File: src/rtl/robo_wall_follower.sv
// rtl/robo_wall_follower.sv - left-hand wall-following decision FSM for the pipe-inspection robot
module robo_wall_follower (
    input  logic clock,
    input  logic reset,
    input  logic head,
    input  logic left,
    input  logic under,
    input  logic barrier,
    output logic avancar,
    output logic girar,
    output logic remover
);

    typedef enum logic [2:0] {
        SEEK     = 3'd0,
        FOLLOW   = 3'd1,
        TURN_ADV = 3'd2,
        ROT2     = 3'd3,
        ROT1     = 3'd4,
        DONE     = 3'd5
    } state_t;

    state_t r_state;
    logic   r_moved;
    logic   w_pipe_end;

    // The black start cell is ignored until the robot has advanced at least once.
    assign w_pipe_end = under & r_moved;

    always_ff @(posedge clock or negedge reset) begin
        if (!reset) begin
            r_state <= SEEK;
            r_moved <= 1'b0;
            avancar <= 1'b0;
            girar   <= 1'b0;
            remover <= 1'b0;
        end else begin
            avancar <= 1'b0;
            girar   <= 1'b0;
            remover <= 1'b0;
            case (r_state)
                SEEK, FOLLOW, TURN_ADV: begin
                    if (w_pipe_end) begin
                        r_state <= DONE;
                    end else if (barrier) begin
                        remover <= 1'b1;
                    end else if (r_state == FOLLOW && !left) begin
                        girar   <= 1'b1;
                        r_state <= TURN_ADV;
                    end else if (head) begin
                        girar   <= 1'b1;
                        r_state <= ROT2;
                    end else begin
                        // TURN_ADV commits to one step forward so open space cannot cause spinning.
                        avancar <= 1'b1;
                        r_moved <= 1'b1;
                        if (r_state == TURN_ADV) begin
                            r_state <= FOLLOW;
                        end
                    end
                end
                ROT2: begin
                    girar   <= 1'b1;
                    r_state <= ROT1;
                end
                ROT1: begin
                    girar   <= 1'b1;
                    r_state <= FOLLOW;
                end
                DONE: begin
                    r_state <= DONE;
                end
                default: begin
                    r_state <= SEEK;
                end
            endcase
        end
    end

endmodule

File: config.mk
export PLATFORM = sky130hd
export DESIGN_NAME = robo_wall_follower
export DESIGN_NICKNAME = d
export VERILOG_FILES = /design/src/rtl/robo_wall_follower.sv
export SDC_FILE = /design/constraint.sdc
export NUM_CORES = 1
export LEC_CHECK = 0
export CORE_AREA = 2 2 39 41
export DETAILED_ROUTE_END_ITERATION = 12
export DIE_AREA = 0 0 41 43
export GPL_TIMING_DRIVEN = 1
export SLEW_MARGIN = 20
export SYNTH_ARGS = -nofsm -noshare
export SYNTH_HDL_FRONTEND = slang
export SYNTH_SLANG_ARGS = --single-unit
File: constraint.sdc
create_clock -name clock -period 2 [get_ports clock]
set_input_delay 0.3 -clock clock [delete_from_list [all_inputs] [get_ports clock]]
set_output_delay 0.3 -clock clock [all_outputs]
set_load 0.02 [all_outputs]
## Yosys cells after proc, flatten, opt, wreduce, memory -nomap -nowiden

Index checks and enable logic that the tools add are counted.

- Register bits: 7
- Input port bits: 6
- Output and inout bits: 3
- Logic and storage cells: 43

- Equal/unequal tests: 7
- Mux-type cells: 19
- Bitwise logic cells: 5
- Reduce and logical (&&, ||, !) cells: 7

Operator list:

| kind | count |
|---|---|
| two-way mux 3 bit | 5 |
| two-way mux 1 bit | 12 |
| one-hot mux 3 bit (4 select lines) | 1 |
| equality test 3 x 2 -> 1 bit, second input constant | 2 |
| equality test 3 bit, second input constant | 2 |
| inequality test 5 bit, second input constant | 1 |
| AND reduction 5 bit | 1 |
| inverter 1 bit | 4 |
| equality test 3 x 1 -> 1 bit, second input constant | 1 |
| zero test 3 bit | 1 |
| inequality test 3 bit, second input constant | 1 |
| OR reduction 3 bit | 1 |
| one-hot mux 1 bit (2 select lines) | 1 |
| AND reduction 2 bit | 1 |
| OR reduction 2 bit | 1 |
| AND 1 bit | 1 |
| logical AND 1 bit | 1 |
| zero test 1 bit | 1 |

## Longest topological paths before layout

Gate-level depths: netlist of the first run.

- Depth in word-level cells: 7
- Mapped depth: 4
- Gate-level depth less buffers: 3

## Worst setup path after synthesis of the first run

No wires, ideal clock.

- Path type: register to register
- Start: reg r_state[2]
- End: reg r_state[0]
- Setup time: 0.121 ns
- Arrival: 0.984 ns
- Required time: 1.879 ns
- Setup slack: 0.895 ns
- Cell stages (with the launch flop): 5
- Path buffers: 1
- Clock period less this slack: 1.105 ns
- Cells stage by stage: dfrtp_1 buf_4 a21oi_1 o311ai_0 a22o_1

- Word-level cells in the longest chain between the ends: 6
- Elaborated cells on any way between the ends: 15
- Classes of those cells: 7 x eq/ne; 4 x mux; 4 x reduce/logical

Ends and longest elaborated chain:

| item | line | source |
|---|---|---|
| start, declared | 23 | `state_t r_state;` |
| start signal, assigned | 32 | `r_state <= SEEK;` |
| start signal, assigned | 44 | `r_state <= DONE;` |
| start signal, assigned | 49 | `r_state <= TURN_ADV;` |
| equality test 3 x 1 -> 1 bit | 41, 47 |  |
| logical AND 1 bit | 47 | `end else if (r_state == FOLLOW && !left) begin` |
| two-way mux 3 bit | 47 |  |
| two-way mux 3 bit | 45 | `end else if (barrier) begin` |
| two-way mux 3 bit | 43 | `if (w_pipe_end) begin` |
| one-hot mux 3 bit (4 select lines) | 41 | `case (r_state)` |

Several ways; a longest one is shown, not always the timed one. The select of a mux whose other input is x is not followed.
A chain may end at the register's enable or synchronous reset.

## Final worst setup path of the first run

- Start: reg avancar
- End: out avancar

RTL lines:

| item | line | source |
|---|---|---|
| start, declared | 9 | `output logic avancar,` |
| start signal, assigned | 34 | `avancar <= 1'b0;` |
| start signal, assigned | 38 | `avancar <= 1'b0;` |
| start signal, assigned | 55 | `avancar <= 1'b1;` |

No word-level cell between the ends.

==> run_results.csv, run 1 <==
group,metric,value,unit
timing,fmax,683.5,MHz
global_routing,antenna_found_initial,0,
global_routing,overflow,0,
detailed_routing,dr.pass1.iters,4,
power_and_ir_drop,p_comb_frac,0.337,
layout,antenna_cells,0,
floorplan,core_area,0.001384,mm²
layout,final_cell_mix,"clkdlybuf4s50_1, dfrtp_1, nand2_1, nor2_1, o21ai_0",
outcome,status,"completed",
timing,finalSetupViolCount,0,
setup_path,cp.arrival,1160,ps
cts,clk_pin_slew,50,ps
yosys,syn_avg_cell_area,9.488,µm²
setup_path,path_cells,"clkdlybuf4s50_1",
power_and_ir_drop,sw_frac_of_total,0.3591,
place,hpwlAfterDp,482,µm
yosys,synth_cells,36,
power_and_ir_drop,p_switching,0.2060,mW
timing,final.min_clock_period,1463,ps
place,gp_congestion,0.8223,
timing,fin_skew,1.637,ps
setup_path,start_kind,"flop",
yosys,synth.area.top_cells,"dfrtp_1, o21ai_0, nand2_1",
layout,nFillCells,146,
power_and_ir_drop,finalPower,0.5738,mW
floorplan,rows,14,
yosys,synth.distinct_cells,17,
yosys,ys_seq_area_frac,0.5128,
floorplan,die_w,41,µm
cts,htreeDepth,1,
timing,rsz0062_at_grt,"no",
cts,cts_resized,0,
power_and_ir_drop,p_int,0.3677,mW
layout,layout.nets,54,
floorplan,die_area,0.001763,mm²
detailed_routing,drt_iter0_markers,4,
setup_path,cp_slowest_cell,"clkdlybuf4s50_1",
detailed_routing,vias,291,
yosys,yosys_warnings,0,
detailed_routing,wl_per_cell,9.635,µm
layout,finalInstanceArea,460.4,µm²
timing,drv_slew,0,
power_and_ir_drop,p_per_area,1246,mW/mm²
job,max-cap-violations,0,
layout,final_common_cell,"clkdlybuf4s50_1",
layout,drive_gt1_frac,0.08511,
min_path,min_path_type,"in2async",
yosys,netlist.area_leader.share,0.5128,
cts,clkLatencyLatePin,250,ps
timing,hold_viol,0,
detailed_routing,detail-route-antenna-nets,0,
power_and_ir_drop,peakVddDrop,0.0005760,V
floorplan,start_util,0.2468,
setup_path,cp_num_buf_inv,1,
floorplan,die_h,43,µm
place,port_buffers,8,
yosys,yosysTopAreaCell,"dfrtp_1",
setup_path,cp.depth,1,
global_routing,grt_max_degree,9,
setup_path,worstSetupPathType,"reg2out",
global_routing,grt_pass1_vias,285,
setup_path,required,1700,ps
yosys,synth_nets,42,
timing,relSlewSlack,0.7836,
cts,clock-sinks,7,
yosys,syn_area,341.6,µm²
detailed_routing,postRouteWirelength,607,µm
cts,cts_buffers,3,
place,dpl-instance-area,434.2,µm²
setup_path,crit_path_end_kind,"output port",
timing,tns,0,ps
yosys,ys_ff_latch,7,
cts,clockBufferDepth,2,
setup_path,slowest_delay,590,ps
cts,cts_root_buf,"clkbuf_4",
layout,syn_to_final_growth,34.80,%
timing,tightest_slew,320.5,ps
power_and_ir_drop,seqPwrFrac,0.441,
detailed_routing,vias_per_cell,4.619,
cts,post_cts_buffers,0,
global_routing,grt_first_pass_wirelength,1.117,mm
floorplan,ioPinCount,9,
cts,ctsHoldBuffers,0,
setup_path,r2r_cells,3,
global_routing,grtUsageTotal,0.1003,
timing,post-route-period-util,0.7316,
setup_path,crit_family,"buffers and inverters",
setup_path,worst-path-max-fanout,1,
cts,cts_tree,"built",
power_and_ir_drop,p_leak,0.1964,nW
layout,post-route-util,0.3327,
detailed_routing,post-route-drc-count,0,
power_and_ir_drop,clockPowerShare,0.222,
-- cells by family (layout without fill, tap and decap cells) --
logic type | after synthesis | after routing | share of synthesized area
xor+xnor | 1 | 1 | 0.02565
compound gates | 12 | 12 | 0.2637
flops | 7 | 7 | 0.5128
simple gates | 12 | 12 | 0.1429
buf+inv | 4 | 15 | 0.05495
-- metrics by stage --
step | hold slack [ps] | setup WS (ps) | instances
final | 301.1 | 536.9 | 63
after global routing | 305.1 | 490.8 | 63
after CTS | 300.9 | 525.0 | 63
after detailed placement | 534.5 | 492.7 | 59
after global placement | 533.8 | 504.0 | 59
after floorplan | 4.409 | 894.6 | 36
-- state kept, by name, indices dropped and copies added, names as in the netlist --
name,count
girar,1
remover,1
avancar,1
r_moved,1
r_state,3
-- synthesized netlist by cell type --
master,instances
dfrtp_1,7
nand2_1,5
nor2_1,5
o21ai_0,4
inv_1,3
a211oi_1,1
a21oi_1,1
a22o_1,1
a311o_1,1
buf_4,1
nand3_1,1
nor2b_1,1
o2111a_1,1
o211ai_1,1
o21bai_2,1
o311ai_0,1
xor2_1,1
-- layout make-up --
class	instances	area, µm²	share of cell area
multi-input cells	25	147.6	0.3207
flip-flops and latches	7	175.2	0.3804
repair buffers	8	80.08	0.1739
clock buffers	4	26.28	0.05707
inverters	3	11.26	0.02446
well taps	16	20.02	0.04348
-- final timing paths --
kind                                         from                      to  slack, ps
max                             avancar$_DFF_PN0_                 avancar        540
max reg2reg                r_state[2]$_DFFE_PN0P_  r_state[0]$_DFFE_PN0P_        800
max in group asynchronous                   reset         girar$_DFF_PN0_       1470
min                                         reset     r_moved$_DFFE_PN0P_        300
min in group clock            r_moved$_DFFE_PN0P_     r_moved$_DFFE_PN0P_        540
min reg2reg                   r_moved$_DFFE_PN0P_     r_moved$_DFFE_PN0P_        540
-- power groups by stage --
stage / sequential [mW] / clock, mW / combinational, mW
after floorplan: 0.246 / 0 / 0.145
after global placement: 0.255 / 0 / 0.193
after detailed placement: 0.256 / 0 / 0.196
after CTS: 0.253 / 0.132 / 0.197
after global routing: 0.266 / 0.147 / 0.219
final: 0.253 / 0.127 / 0.193
-- routing by layer --
metal  wire (µm)  share of wire  GRT usage  vias up
li1            -              -          -      148
met1         274           0.45     0.1126      132
met2         287           0.47     0.1281        8
met3          30          0.049    0.06283        3
met4          14          0.023    0.08000        0
met5           0              0          0        -
Power figures use the tool's default switching activity.
==> run 2: changes to the inputs <==
Clock period 2 ns to 1.3 ns, I/O delays scaled along.
==> run_results.csv, run 2 (synthesized netlist as in run 1, its figures left out) <==
group,metric,value,unit
cts,clockBufferDepth,2,
floorplan,start_util,0.2468,
setup_path,cp_slowest_cell,"clkdlybuf4s50_1",
layout,largest_reg_flops,3,
power_and_ir_drop,p_int,0.5851,mW
cts,htreeDepth,1,
detailed_routing,post-route-drc-count,0,
outcome,status,"completed",
place,dpl_worst_slack,-112.8,ps
cts,clkLatencyLatePin,250,ps
detailed_routing,vias,294,
cts,clock-sinks,7,
layout,final_cell_mix,"dfrtp_1, nand2_1, nor2_1, clkdlybuf4s50_1, o21ai_0",
layout,finalInstanceArea,479.2,µm²
timing,relSlewSlack,0.7848,
detailed_routing,wl_per_cell,10.64,µm
timing,fin_skew,5.362,ps
place,port_buffers,8,
power_and_ir_drop,seqPwrFrac,0.408,
floorplan,die_area,0.001763,mm²
global_routing,grt_pass1_vias,280,
floorplan,core_area,0.001384,mm²
timing,post-route-period-util,0.8681,
cts,ctsHoldBuffers,0,
setup_path,cp.arrival,1250,ps
timing,fmax,886.1,MHz
layout,final_common_cell,"dfrtp_1",
layout,syn_to_final_growth,40.29,%
power_and_ir_drop,p_per_area,1911,mW/mm²
global_routing,grtUsageTotal,0.09828,
place,hpwlAfterDp,553.9,µm
layout,regMostFlops,"r_state",
layout,antenna_cells,0,
detailed_routing,postRouteWirelength,702,µm
cts,cts_tree,"built",
timing,final_critical_path_setup_slack,171.4,ps
setup_path,path_cells,"clkdlybuf4s50_1, buf_4, o21ai_0, o311ai_0, a22o_1",
global_routing,grt_first_pass_wirelength,1.138,mm
timing,finalSetupViolCount,0,
timing,rsz0062_at_grt,"no",
floorplan,ioPinCount,9,
timing,hold_viol,0,
floorplan,die_h,43,µm
layout,drive_gt1_frac,0.1400,
power_and_ir_drop,sw_frac_of_total,0.3610,
place,dpl-instance-area,456.7,µm²
global_routing,overflow,0,
timing,drv_slew,0,
place,gp_congestion,0.7844,
layout,layout.nets,57,
power_and_ir_drop,peakVddDrop,0.0008999,V
detailed_routing,vias_per_cell,4.455,
cts,clk_pin_slew,50,ps
setup_path,crit_path_end_kind,"flop",
power_and_ir_drop,p_leak,0.2226,nW
detailed_routing,drt_iter0_markers,3,
layout,multiInputGateArea,147.6,µm²
floorplan,rows,14,
setup_path,worst-path-max-fanout,2,
timing,final.min_clock_period,1129,ps
cts,cts_root_buf,"clkbuf_4",
layout,nFillCells,158,
timing,tightest_slew,318.7,ps
detailed_routing,detail-route-antenna-nets,0,
global_routing,antenna_found_initial,0,
cts,cts_buffers,3,
setup_path,slowest_delay,420,ps
setup_path,start_kind,"input pin",
timing,hold_ws,197.5,ps
floorplan,die_w,41,µm
layout,regArea,175.2,µm²
min_path,min_path_type,"in2async",
job,max-cap-violations,0,
detailed_routing,dr.pass1.iters,2,
global_routing,grt_max_degree,9,
setup_path,required,1420,ps
power_and_ir_drop,clockPowerShare,0.207,
setup_path,worstSetupPathType,"in2reg",
power_and_ir_drop,p_comb_frac,0.385,
power_and_ir_drop,p_switching,0.3306,mW
[run 2: cell count changes in the layout (fill, tap and decap cells not counted)]
cell             before  now
clkdlybuf4s50_1       8    5
dlygate4sd2_1         0    3
buf_4                 0    3
[run 2: worst paths after layout]
path	start	end	slack [ps]	depth (start not counted)
min in group clock	r_moved$_DFFE_PN0P_	r_moved$_DFFE_PN0P_	550	1
max in group asynchronous	reset	r_state[0]$_DFFE_PN0P_	870	1
max reg2reg	r_state[1]$_DFFE_PN0P_	r_state[1]$_DFFE_PN0P_	200	3
min reg2reg	r_moved$_DFFE_PN0P_	r_moved$_DFFE_PN0P_	550	1
min	reset	remover$_DFF_PN0_	200	1
max	left	r_state[0]$_DFFE_PN0P_	170	5
[run 2: final cells by class]
type                            instances  area share
Clock buffer                            4     0.05483
Timing Repair Buffer                   11      0.2063
Tap cell                               16     0.04178
Inverter                                3     0.02350
Sequential cell                         7      0.3655
Multi-Input combinational cell         25      0.3081
[run 2: per-stage QoR]
stage                     utilization  power (mW)  std cells  setup TNS [ps]
after floorplan                     -      0.6004         36               0
after CTS                      0.3463      0.9360         66               0
final                          0.3463      0.9157         66               0
after global routing           0.3463      0.9855         66               0
after detailed placement       0.3300      0.7528         62          -192.7
after global placement         0.3300      0.7432         62          -98.67
[run 2: power by group through the flow]
stage	logic [mW]	clock network (mW)	registers, mW
after global placement	0.366	0	0.377
after global routing	0.388	0.208	0.390
after floorplan	0.222	0	0.378
after detailed placement	0.374	0	0.379
final	0.352	0.189	0.374
after CTS	0.359	0.201	0.376
[run 2: timing repair]
action                                 in CTS  in global routing
gates resized for setup                     3                  0
setup endpoints to repair                   3                  0
buffers inserted                            0                  0
endpoints found under the hold margin       0                  0
[run 2: critical path, delay by kind of cell]
family	cells	cell delay, ps
buf+inv	2	560
compound gates	3	490
[run 2: layer usage]
metal,routed length (µm),GRT usage,up-vias
li1,-,-,155
met1,315,0.1258,134
met2,370,0.1375,5
met3,15,0.03141,0
met4,0,0.06000,0
met5,0,0,-
==> variant, RTL diff (settings of run 2) <==
Re-encode `state_t` (6 states) as one-hot, 6 bits wide.
--- a/src/rtl/robo_wall_follower.sv
+++ b/src/rtl/robo_wall_follower.sv
@@ -11,13 +11,13 @@
     output logic remover
 );
 
-    typedef enum logic [2:0] {
-        SEEK     = 3'd0,
-        FOLLOW   = 3'd1,
-        TURN_ADV = 3'd2,
-        ROT2     = 3'd3,
-        ROT1     = 3'd4,
-        DONE     = 3'd5
+    typedef enum logic [5:0] {
+        SEEK     = 6'b000001,
+        FOLLOW   = 6'b000010,
+        TURN_ADV = 6'b000100,
+        ROT2     = 6'b001000,
+        ROT1     = 6'b010000,
+        DONE     = 6'b100000
     } state_t;
 
     state_t r_state;
Behaviour: no difference found for any inputs over 10 cycles, from zero or initial values and one cycle with reset low; not proved beyond that.
==> variant against run 2 <==
- non-clock buffer count is 19 higher
- via count grew 78%
- worst setup slack worse by 0.53 ns
- sequential power is 25% higher
- synthesized area rose by 65%
- fmax fell by 32%
- critical path type is now flop to flop
- the flow now finishes with violations (negative setup slack)
- power up 95%
- sequential cell count up 3
- design area increased by 91%
- hold slack better by 0.031 ns
- critical path depth did not move
- first-iteration DRC count rose to 3.7 times the old value
- routed wire length rose by 93%
==> variant: results (changes against run 2) <==
[run_status]
run_status=finished with violations
failed_checks=negative setup slack

[global_routing]
grt_start_max_net_pins=11  ; +2
grt_pass1_vias=478  ; +71%
grt_pass1_wl_um=2160  ; +90%
met1_usage_pct=27.1  ; +14 points
grt_usage_pct=19.0  ; +9.2 points
antenna_found_initial=0  ; unchanged
gr-usage-met2_pct=26.9  ; +13 points

[clocking]
insertion_delay_ns=0.27  ; +0.02 ns
cts_buffer_depth=2  ; unchanged
clkTransAtPathRegs_ns=0.07  ; +0.02 ns

[synthesis]
synth_cell_types=32  ; +15
synth_compound_area_share_pct=19.3  ; -7.0 points
synth_mux_area_share_pct=2.67  ; +2.7 points
postSynthAreaPerCell_um2=10.6  ; +12%
yosysSeqAreaShare_pct=44.7  ; -6.6 points
yosys-top-cells-area=dfrtp_1 (40%), dfstp_2 (4.7%), nor4_1 (3.3%), a22o_1 (3.1%), xor2_1 (3.1%)
synth_nets=59  ; +40%
synth_commonest_cells=dfrtp_1 (9), nor2_1 (4), inv_1 (3), nor4_1 (3)
synth_xor_area_share_pct=3.11  ; +0.55 points

[timing]
tightest_slew_ns=0.442  ; +0.123 ns
finalSetupViolCount=8  ; +8
drv_slew=0  ; unchanged
clock_skew_ns=0.00755  ; +0.00219 ns
finalWorstSetupSlack_ns=-0.357  ; -0.528 ns

[setup_path]
worstPathArrival_ns=1.82  ; +0.57 ns
path_max_fanout=3  ; +1

[final_layout]
fin_cells=100  ; +52%
drive_gt1_share_pct=50.0  ; +36 points
largest_reg_flops=6  ; +3
nets=91  ; +60%
fill_cells=105  ; -34%

[place]
post-place-cells=92  ; +48%
io_buffers=8  ; unchanged
place.gp.congestion=0.840  ; +7.1%
hpwl_um=965  ; +74%

[routing]
dr.pass1.iters=4  ; +2
drtIter0Drc=11  ; +8
drt-total-wl_um=1360  ; +93%
viasPerCell=5.22  ; +17%

[pwr]
ir_drop_mv=0.918  ; +2.0%
p_leak_nw=0.416  ; +87%
intPower_mw=1.13  ; +93%

-- variant: worst max-delay path, stage by stage (launching register included) --
cell and delay [ns]:
dfstp_2 0.39, buf_4 0.13, o21ai_1 0.20, o2111ai_2 0.21
a221oi_2 0.29, mux2_4 0.33
-- variant: kinds of logic (layout without fill, tap and decap cells) --
logic type | count (synthesis) | after routing
buf+inv | 6 | 37
compound gates | 13 | 13
flops | 10 | 10
mux | 1 | 1
xor+xnor | 2 | 2
simple gates | 21 | 21
-- variant: metrics by stage --
| step | setup slack (ns) | util [%] | setup TNS (ns) | area [um2] |
|---|---|---|---|---|
| CTS | -0.348 | 62.8 | -1.81 | 870 |
| finish | -0.357 | 66.2 | -1.99 | 916 |
| detailed placement | -0.414 | 56.6 | -2.54 | 783 |
| global placement | -0.378 | 56.6 | -2.36 | 783 |
| floorplan | -0.419 | - | -1.41 | 571 |
| global route | -0.415 | 66.2 | -2.37 | 916 |
-- variant: power groups by stage --
stage / combinational [mW] / sequential, mW / clock [mW]
after floorplan: 0.505 / 0.489 / 0
after global placement: 0.878 / 0.480 / 0
after detailed placement: 0.886 / 0.481 / 0
after CTS: 0.961 / 0.473 / 0.290
after global routing: 1.11 / 0.477 / 0.304
final: 1.04 / 0.466 / 0.280
-- variant: worst paths after layout --
path	slack, ns	cells after the start	to	start
hold / removal	0.23	1	remover	reset
max in group asynchronous	0.74	1	r_state[0]	reset
setup / recovery	-0.36	5	r_state[1]	r_state[0]
hold reg to reg	0.50	1	r_moved	r_moved
setup reg to reg	-0.36	5	r_state[1]	r_state[0]
min in group clock	0.50	1	r_moved	r_moved
-- variant: cell type report --
| type | instances | share of cell area [%] |
|---|---|---|
| flip-flops and latches | 10 | 27.6 |
| multi-input cells | 37 | 37.4 |
| inverters | 3 | 1.23 |
| repair buffers | 30 | 27.6 |
| well taps | 16 | 2.19 |
| clock buffers | 4 | 3.96 |
-- variant: layer usage --
metal	routed length, um	part of all wire (%)	vias up
li1	-	-	263
met1	596	44	247
met2	680	50	10
met3	45	3.3	2
met4	33	2.4	0
met5	0	0	-
-- variant: timing repair --
item | 4_1_cts | 5_1_grt
cloned | 0 | 0
resized for setup | 11 | 5
pin swaps | 9 | 6
buffers inserted | 2 | 3
endpoints found under the setup margin | 11 | 9
